--- config.mk ---
export PLATFORM = sky130hd
export DESIGN_NAME = slave_in_port
export DESIGN_NICKNAME = d
export VERILOG_FILES = /design/src/rtl/slave_in_port.sv
export SDC_FILE = /design/constraint.sdc
export NUM_CORES = 1
export LEC_CHECK = 0
export CORE_MARGIN = 5
export CORE_UTILIZATION = 50
export DETAILED_ROUTE_END_ITERATION = 6
export MAX_ROUTING_LAYER = met4
export PLACE_DENSITY = 0.74
export SYNTH_ARGS = -nofsm -noshare
export SYNTH_HDL_FRONTEND = slang
export SYNTH_SLANG_ARGS = --single-unit
--- constraint.sdc ---
create_clock -name clk -period 3.89 [get_ports clk]
set_input_delay 0.5835 -clock clk [delete_from_list [all_inputs] [get_ports clk]]
set_output_delay 0.5835 -clock clk [all_outputs]
set_load 0.02 [all_outputs]
--- src/rtl/slave_in_port.sv ---
// Serial slave input port: deserialises address, burst length and write data
// from the master out port. Define SLAVE_PARITY_EN to enable even-parity checks.
module slave_in_port #(
    parameter int WORD_SIZE       = 8,
    parameter int SLAVE_ADDR_SIZE = 12,
    parameter int BURST_SIZE      = 12
) (
    input  logic                       clk,
    input  logic                       rst,
    input  logic                       slave_sel,
    input  logic                       read_en,
    input  logic                       write_en,
    input  logic                       m_valid,
    input  logic                       addr_bus,
    input  logic                       burst_size_bus,
    input  logic                       w_data_bus,
    output logic                       s_ready,
    output logic [SLAVE_ADDR_SIZE-1:0] s_addr,
    output logic [BURST_SIZE-1:0]      s_burst,
    output logic [WORD_SIZE-1:0]       s_wdata,
    output logic                       s_wvalid,
    output logic                       s_rreq,
    input  logic                       s_rdone,
    output logic                       s_err,
    output logic                       s_busy
);

`ifdef SLAVE_PARITY_EN
    localparam int PAR_BITS = 1;
`else
    localparam int PAR_BITS = 0;
`endif
    localparam int MAX_BITS = (SLAVE_ADDR_SIZE > WORD_SIZE) ? SLAVE_ADDR_SIZE : WORD_SIZE;
    localparam int CNT_W    = $clog2(MAX_BITS + 2);
    localparam logic [CNT_W-1:0] ADDR_LAST = CNT_W'(SLAVE_ADDR_SIZE - 1 + PAR_BITS);
    localparam logic [CNT_W-1:0] WORD_LAST = CNT_W'(WORD_SIZE - 1 + PAR_BITS);

    typedef enum logic [2:0] {IDLE, ADDR, WDATA, RREQ, RWAIT} state_t;

    state_t                     state;
    state_t                     next_state;
    logic                       is_write;
    logic [CNT_W-1:0]           bit_cnt;
    logic [SLAVE_ADDR_SIZE-1:0] base;
    logic [WORD_SIZE-1:0]       word_sh;
    logic [BURST_SIZE-1:0]      word_idx;

    logic                       start;
    logic                       sample;
    logic                       abort;
    logic                       addr_end;
    logic                       word_end;
    logic                       last_word;
    logic                       wdata_done;
    logic                       addr_shift;
    logic                       word_shift;
    logic                       addr_par_ok;
    logic                       word_par_ok;
    logic [WORD_SIZE-1:0]       word_full;
    logic [BURST_SIZE-1:0]      burst_eff;

    always_comb begin
        start      = (state == IDLE) && slave_sel && (read_en ^ write_en);
        sample     = slave_sel && m_valid;
        burst_eff  = (s_burst == '0) ? BURST_SIZE'(1) : s_burst;
        last_word  = (word_idx == (burst_eff - BURST_SIZE'(1)));
        // The last word's pulse cycle still sits in WDATA; it must not be aborted or sampled.
        wdata_done = (state == WDATA) && s_wvalid && last_word;
        abort      = !slave_sel && ((state == ADDR) || ((state == WDATA) && !wdata_done));
        addr_end   = (state == ADDR) && sample && (bit_cnt == ADDR_LAST);
        word_end   = (state == WDATA) && !wdata_done && sample && (bit_cnt == WORD_LAST);
`ifdef SLAVE_PARITY_EN
        addr_shift  = (bit_cnt != ADDR_LAST);
        word_shift  = (bit_cnt != WORD_LAST);
        word_full   = word_sh;
        addr_par_ok = ~(^base ^ addr_bus);
        word_par_ok = ~(^word_sh ^ w_data_bus);
`else
        addr_shift  = 1'b1;
        word_shift  = 1'b1;
        word_full   = {w_data_bus, word_sh[WORD_SIZE-1:1]};
        addr_par_ok = 1'b1;
        word_par_ok = 1'b1;
`endif
    end

    always_ff @(posedge clk) begin
        if (rst) begin
            state <= IDLE;
        end else begin
            state <= next_state;
        end
    end

    always_comb begin
        next_state = state;
        case (state)
            IDLE:  if (start) next_state = ADDR;
            ADDR: begin
                if (abort) begin
                    next_state = IDLE;
                end else if (addr_end) begin
                    if (!addr_par_ok) next_state = IDLE;
                    else              next_state = is_write ? WDATA : RREQ;
                end
            end
            WDATA: begin
                if (wdata_done || abort)          next_state = IDLE;
                else if (word_end && !word_par_ok) next_state = IDLE;
            end
            RREQ:  next_state = RWAIT;
            RWAIT: if (s_rdone) next_state = IDLE;
            default: next_state = IDLE;
        endcase
    end

    always_comb begin
        s_busy  = (state != IDLE);
        s_ready = (state == IDLE);
        s_rreq  = (state == RREQ);
        s_addr  = base + SLAVE_ADDR_SIZE'(word_idx);
    end

    // Serial bits arrive LSB first, so each register shifts right from the top.
    always_ff @(posedge clk) begin
        if (rst) begin
            is_write <= 1'b0;
            bit_cnt  <= '0;
            base     <= '0;
            word_sh  <= '0;
            word_idx <= '0;
            s_burst  <= '0;
            s_wdata  <= '0;
            s_wvalid <= 1'b0;
            s_err    <= 1'b0;
        end else begin
            s_wvalid <= 1'b0;
            s_err    <= 1'b0;
            case (state)
                IDLE: begin
                    if (start) begin
                        is_write <= write_en;
                        bit_cnt  <= '0;
                        word_idx <= '0;
                    end
                end
                ADDR: begin
                    if (abort) begin
                        s_err   <= 1'b1;
                        bit_cnt <= '0;
                    end else if (sample) begin
                        if (addr_shift) begin
                            base    <= {addr_bus, base[SLAVE_ADDR_SIZE-1:1]};
                            s_burst <= {burst_size_bus, s_burst[BURST_SIZE-1:1]};
                        end
                        if (addr_end) begin
                            bit_cnt <= '0;
                            s_err   <= !addr_par_ok;
                        end else begin
                            bit_cnt <= bit_cnt + CNT_W'(1);
                        end
                    end
                end
                WDATA: begin
                    if (abort) begin
                        s_err   <= 1'b1;
                        bit_cnt <= '0;
                    end else if (!wdata_done) begin
                        if (s_wvalid) word_idx <= word_idx + BURST_SIZE'(1);
                        if (sample) begin
                            if (word_shift) word_sh <= {w_data_bus, word_sh[WORD_SIZE-1:1]};
                            if (word_end) begin
                                bit_cnt <= '0;
                                if (word_par_ok) begin
                                    s_wvalid <= 1'b1;
                                    s_wdata  <= word_full;
                                end else begin
                                    s_err <= 1'b1;
                                end
                            end else begin
                                bit_cnt <= bit_cnt + CNT_W'(1);
                            end
                        end
                    end
                end
                default: ;
            endcase
        end
    end

endmodule
[After elaboration in Yosys (flattened, before gate mapping)]
Index checks and enable logic that the tools add are counted.
Word-level totals
  input port bits: 10
  bits in registers: 62
  output and inout bits: 37
  word-level logic and storage cells: 91
Operators by class
  equality and inequality tests: 17
  bitwise logic cells: 6
  muxes and demuxes: 24
  reductions and logical operators: 30
  add/sub/neg operators: 4
Operators with widths (count)
  12-bit two-way mux: 5
  4-bit two-way mux: 8
  12-bit one-hot mux with 2 select lines: 1
  3-bit two-way mux: 5
  3-bit one-hot mux with 5 select lines: 1
  5-bit AND reduction: 3
  12-bit by 1-bit adder with 12-bit output (second input constant): 1
  12-bit adder: 1
  12-bit equality test: 1
  12-bit zero test: 1
  3-bit != test (second input constant): 4
  4-bit one-hot mux with 3 select lines: 1
  12-bit by 1-bit subtractor with 12-bit output (second input constant): 1
  1-bit logical AND: 11
  2-bit != test (second input constant): 4
  4-bit AND reduction: 2
  3-bit by 2-bit equality test with 1-bit output (second input constant): 2
  3-bit nonzero test: 2
  1-bit NOT: 5
  5-bit OR reduction: 1
  4-bit by 1-bit adder with 4-bit output (second input constant): 1
  4-bit by 3-bit equality test with 1-bit output (second input constant): 1
  4-bit equality test (second input constant): 1
  2-bit by 1-bit != test with 1-bit output (second input constant): 2
  other kinds (11): 16

[Depth between registers and ports, before layout]
  word-level depth: 14
  depth in mapped cells: 14
  mapped depth without buffers: 12

[Worst setup path before layout]
OpenSTA, ideal clock, no wires.
  path type: reg2reg
  from: register s_burst[3]
  to: register s_wdata[7]
  required time: 3.762 ns
  arrival time: 2.852 ns
  slack: 0.911 ns
  stages on the path, launching flop included: 15
  path through: dfxtp_1 -> buf_6 -> nor3_1 -> and3_1 -> a21oi_1 -> ha_1 -> o21ba_2 -> a221oi_1 -> a21oi_1 -> a221oi_4 -> a31oi_4 -> nand3_2 -> buf_6 -> mux2i_1 -> nor2_1
On the way
  word-level cells in the longest chain between the ends: 11
  elaborated cells between the ends (all ways): 14
  classes of those cells: 1 x add/sub; 1 x eq/ne; 1 x mux; 2 x bitwise; 9 x reduce/logical
RTL lines
  start, declared: RTL line 19  | output logic [BURST_SIZE-1:0] s_burst,
  start signal, assigned: RTL line 154  | s_burst <= {burst_size_bus, s_burst[BURST_SIZE-1:1]};
  12-bit zero test: RTL line 65  | burst_eff = (s_burst == '0) ? BURST_SIZE'(1) : s_burst;
  12-bit two-way mux (*): RTL line 65
  12-bit by 1-bit subtractor with 12-bit output (*): RTL line 66  | last_word = (word_idx == (burst_eff - BURST_SIZE'(1)));
  12-bit equality test (*): RTL line 66
  1-bit logical AND (*): RTL line 68  | wdata_done = (state == WDATA) && s_wvalid && last_word;
  1-bit zero test
  1-bit logical AND: RTL line 69, 71
  1-bit logical OR: RTL line 69  | abort = !slave_sel && ((state == ADDR) || ((state == WDATA) && !wdata_done));
  1-bit logical AND: RTL line 69
  1-bit NOT (no line)
  5-bit AND reduction (no line) (*)
  end signal, assigned: RTL line 176  | s_wdata <= word_full;
  end, declared: RTL line 20  | output logic [WORD_SIZE-1:0] s_wdata,
Mark *: on every way between the ends. The rest lies on a longest branch, timed or not.
A chain may end at the register's enable or synchronous reset.

[Worst setup path in the final report]
  from: register word_idx[1]
  to: output s_addr[11]
On the way
  word-level cells in the longest chain between the ends: 1
RTL lines
  start, declared: RTL line 46  | logic [BURST_SIZE-1:0] word_idx;
  start signal, assigned: RTL line 169  | if (s_wvalid) word_idx <= word_idx + BURST_SIZE'(1);
  12-bit adder: RTL line 121  | s_addr = base + SLAVE_ADDR_SIZE'(word_idx);
  end, declared: RTL line 18  | output logic [SLAVE_ADDR_SIZE-1:0] s_addr,
No other way between the ends.

==> metrics.md <==
| Metric | Value |
|---|---|
| Clk pin slew, worst setup/hold paths | `60 ps` |
| Share of layout cells above drive strength 1 | `8.10%` |
| Most numerous cell in the Yosys netlist | `dfxtp_1` |
| Critical Path AT | `3080 ps` |
| Seq/Total Area, Yosys | `34.8%` |
| Setup violators final | `0` |
| Peak supply drop | `320 uV` |
| Vias | `3036` |
| Post-synth EDFFs | `0` |
| Top cells by area, synth | `dfxtp_1 (35%), nand2_1 (6.3%), a21oi_1 (5.1%)` |
| #FFs+latches synth | `61` |
| First-pass DRT Iterations | `4` |
| Min setup slack post-route | `225 ps` |
| Buffers on Ports | `46` |
| DR iter-0 viols | `163` |
| CP required | `3310 ps` |
| Worst setup SP type | `flop` |
| Dpl cells | `549` |
| Crit end category | `output pin` |
| Crit Path Category | `reg -> out` |
| Netlist cell types | `64` |
| Die width | `93.8 um` |
| Antenna cell count | `0` |
| DRC viols | `0` |
| Max Slew Vio Count | `0` |
| Global-route wire length before repair | `13100 um` |
| Dpl hpwl | `5680 um` |
| Effective utilization at floorplan | `51.4%` |
| Measured slew at the worst slew-check pin | `887 ps` |
| Max FO, Critical Path | `7` |
| Initial antenna violation count | `0` |
| Fin Clk Skew | `8.67 ps` |
| Via density | `5.37` |
| I/O Pins | `47` |
| Synth top cells by count | `dfxtp_1 (61), nand2_1 (59), nor2_1 (43)` |
| Post-DR wirelength/cell | `13.8 um` |
| DP Worst Slack | `247 ps` |
| Routed WL | `7780 um` |
| Detail Route Antenna Nets | `0` |
| Fin Hold WS | `462 ps` |
| Num CTS Buffers | `9` |
| Postcts setup bufs | `0` |
| Worst-Skew Late Latency | `340 ps` |
| Die height | `93.8 um` |
| Num rows | `30` |
| Setup TNS | `0 ps` |
| Syn Nets | `445` |
| Tmin final | `3660 ps` |
| Fmax | `0.273 GHz` |
| Status | `complete, no violations` |
| Post-synth top flop | `dfxtp_1` |
| RSZ-0062 raised after global routing | `no` |
| Number of global-route vias before repair | `2888` |
| Max-capacitance violation count | `0` |
| Mapped Cells | `420` |
| Total Power | `1.28 mW` |
| PwrDens | `304 nW/um^2` |
| Synth area leader | `dfxtp_1` |
| Gp weighted congestion | `0.892` |
| Fill cells | `633` |
| CTS tree | `yes` |
| Tcrit/Tclk final | `94.2%` |
| Post-synth top area share | `34.8%` |
| Total gr overflow | `0` |
| YS warnings | `0` |
| Design Area, Final | `4210 um^2` |
| Area of the mapped netlist | `3510 um^2` |
| Worst hold-check path type | `reg -> reg` |
| Largest net degree at the start of global routing | `34` |
| Final nets | `489` |
| Max_slew headroom | `40.7%` |
| H-tree depth | `3` |
| DIE AREA | `8800 um^2` |
| CTS root buf | `clkbuf_8` |
| CTS Buffer Depth | `2` |
| Syn_area_per_cell | `8.37 um^2` |
| End-of-flow core utilization | `61.6%` |
| Dpl cell area | `4030 um^2` |
| Core area | `6830 um^2` |
| Hold Fails Final Rpt | `0` |
| Leakage power | `1.63 nW` |
| Final instance count without filler cells | `565` |
| All-Layer GR Usage | `19.2%` |
| Ys async rst share | `0%` |
| Clock sink count | `61` |
| Area Growth Syn to Fin | `19.8%` |
cell type report:
type	instances	area [um^2]	area share, %
inverters	15	56.3	1.34
clock buffers	12	155	3.68
repair buffers	54	518	12.3
well taps	96	120	2.85
clock inverters	4	22.5	0.535
flip-flops and latches	61	1220	29.0
multi-input cells	323	2120	50.3
layer usage:
layer  vias to the layer above  GRT usage (%)  wire, um
li1                       1560              -         -
met1                      1412           22.7      3750
met2                        53           30.8      3640
met3                        11           5.29       297
met4                         0           7.70        96
met5                         -              -         0
flip-flops by register name, indices dropped and copies added, names as in the netlist:
name,count
state,3
word_idx,12
s_wdata,8
word_sh,7
base,12
s_err,1
is_write,1
s_wvalid,1
s_burst,12
bit_cnt,4
worst max-delay path, cell delays in order, from the launching register on:
cell             delay [ps]
dfxtp_1                 440
ha_1                    270
a21o_1                  180
a21oi_1                 190
nand2b_1                130
a21boi_0                120
nor3_2                  170
o31ai_1                 140
o41a_1                  340
xnor2_1                 130
clkdlybuf4s50_1         610
worst paths after layout:
path	start	end	slack, ps	depth (start not counted)
worst max-delay path	word_idx[1]	s_addr[11]	230	10
worst min-delay path	base[0]	base[0]	460	2
worst max register to register	s_burst[8]	s_wdata[3]	490	12
worst min register to register	base[0]	base[0]	460	2
cells in the final DEF (no fill, tap or decap), types with 3 or more instances in the layout:
master and instances:
nand2b_1 6, inv_1 15, o21ai_0 9, nor3_1 9, nand3_2 3, nor3b_1 3
and3_1 7, mux2i_1 18, nand3b_1 3, nor2_1 43, dfxtp_1 61, clkinv_2 3
ha_1 14, xnor2_1 16, nor2b_1 6, clkbuf_8 11, o31ai_1 3, clkdlybuf4s50_1 44
and4_1 3, nand3_1 12, buf_4 8, a21oi_1 36, nand4_1 6, or3_1 6
xor2_1 15, nor4_1 3, nand2_1 59
report_power, final:
group	leakage (nW)	switching [mW]	internal, mW	total (mW)
Combinational	1.05	0.0797	0.0552	0.135
Sequential	0.492	0.00678	0.631	0.637
Clock	0.0921	0.244	0.263	0.507
Total	1.63	0.331	0.948	1.28
logic make-up after synthesis:
| group | after synthesis | share of synthesized area, % |
|---|---|---|
| and+or+nand+nor | 181 | 25.9 |
| AOI/OAI and AO/OA | 78 | 15.8 |
| DFF | 61 | 34.8 |
| buffers and inverters | 36 | 5.13 |
| xor gates and xnor gates | 31 | 7.73 |
| muxes | 18 | 5.13 |
| adders and majority gates | 15 | 5.56 |
what timing repair did:
| item | in CTS | in global routing |
|---|---|---|
| setup endpoints to repair | 1 | 3 |
| gates resized for setup | 1 | 5 |
| pin swaps | 0 | 0 |
| gates cloned | 0 | 0 |
| hold buffers | 0 | 0 |
Note: power is estimated with default switching activity, not from simulation.
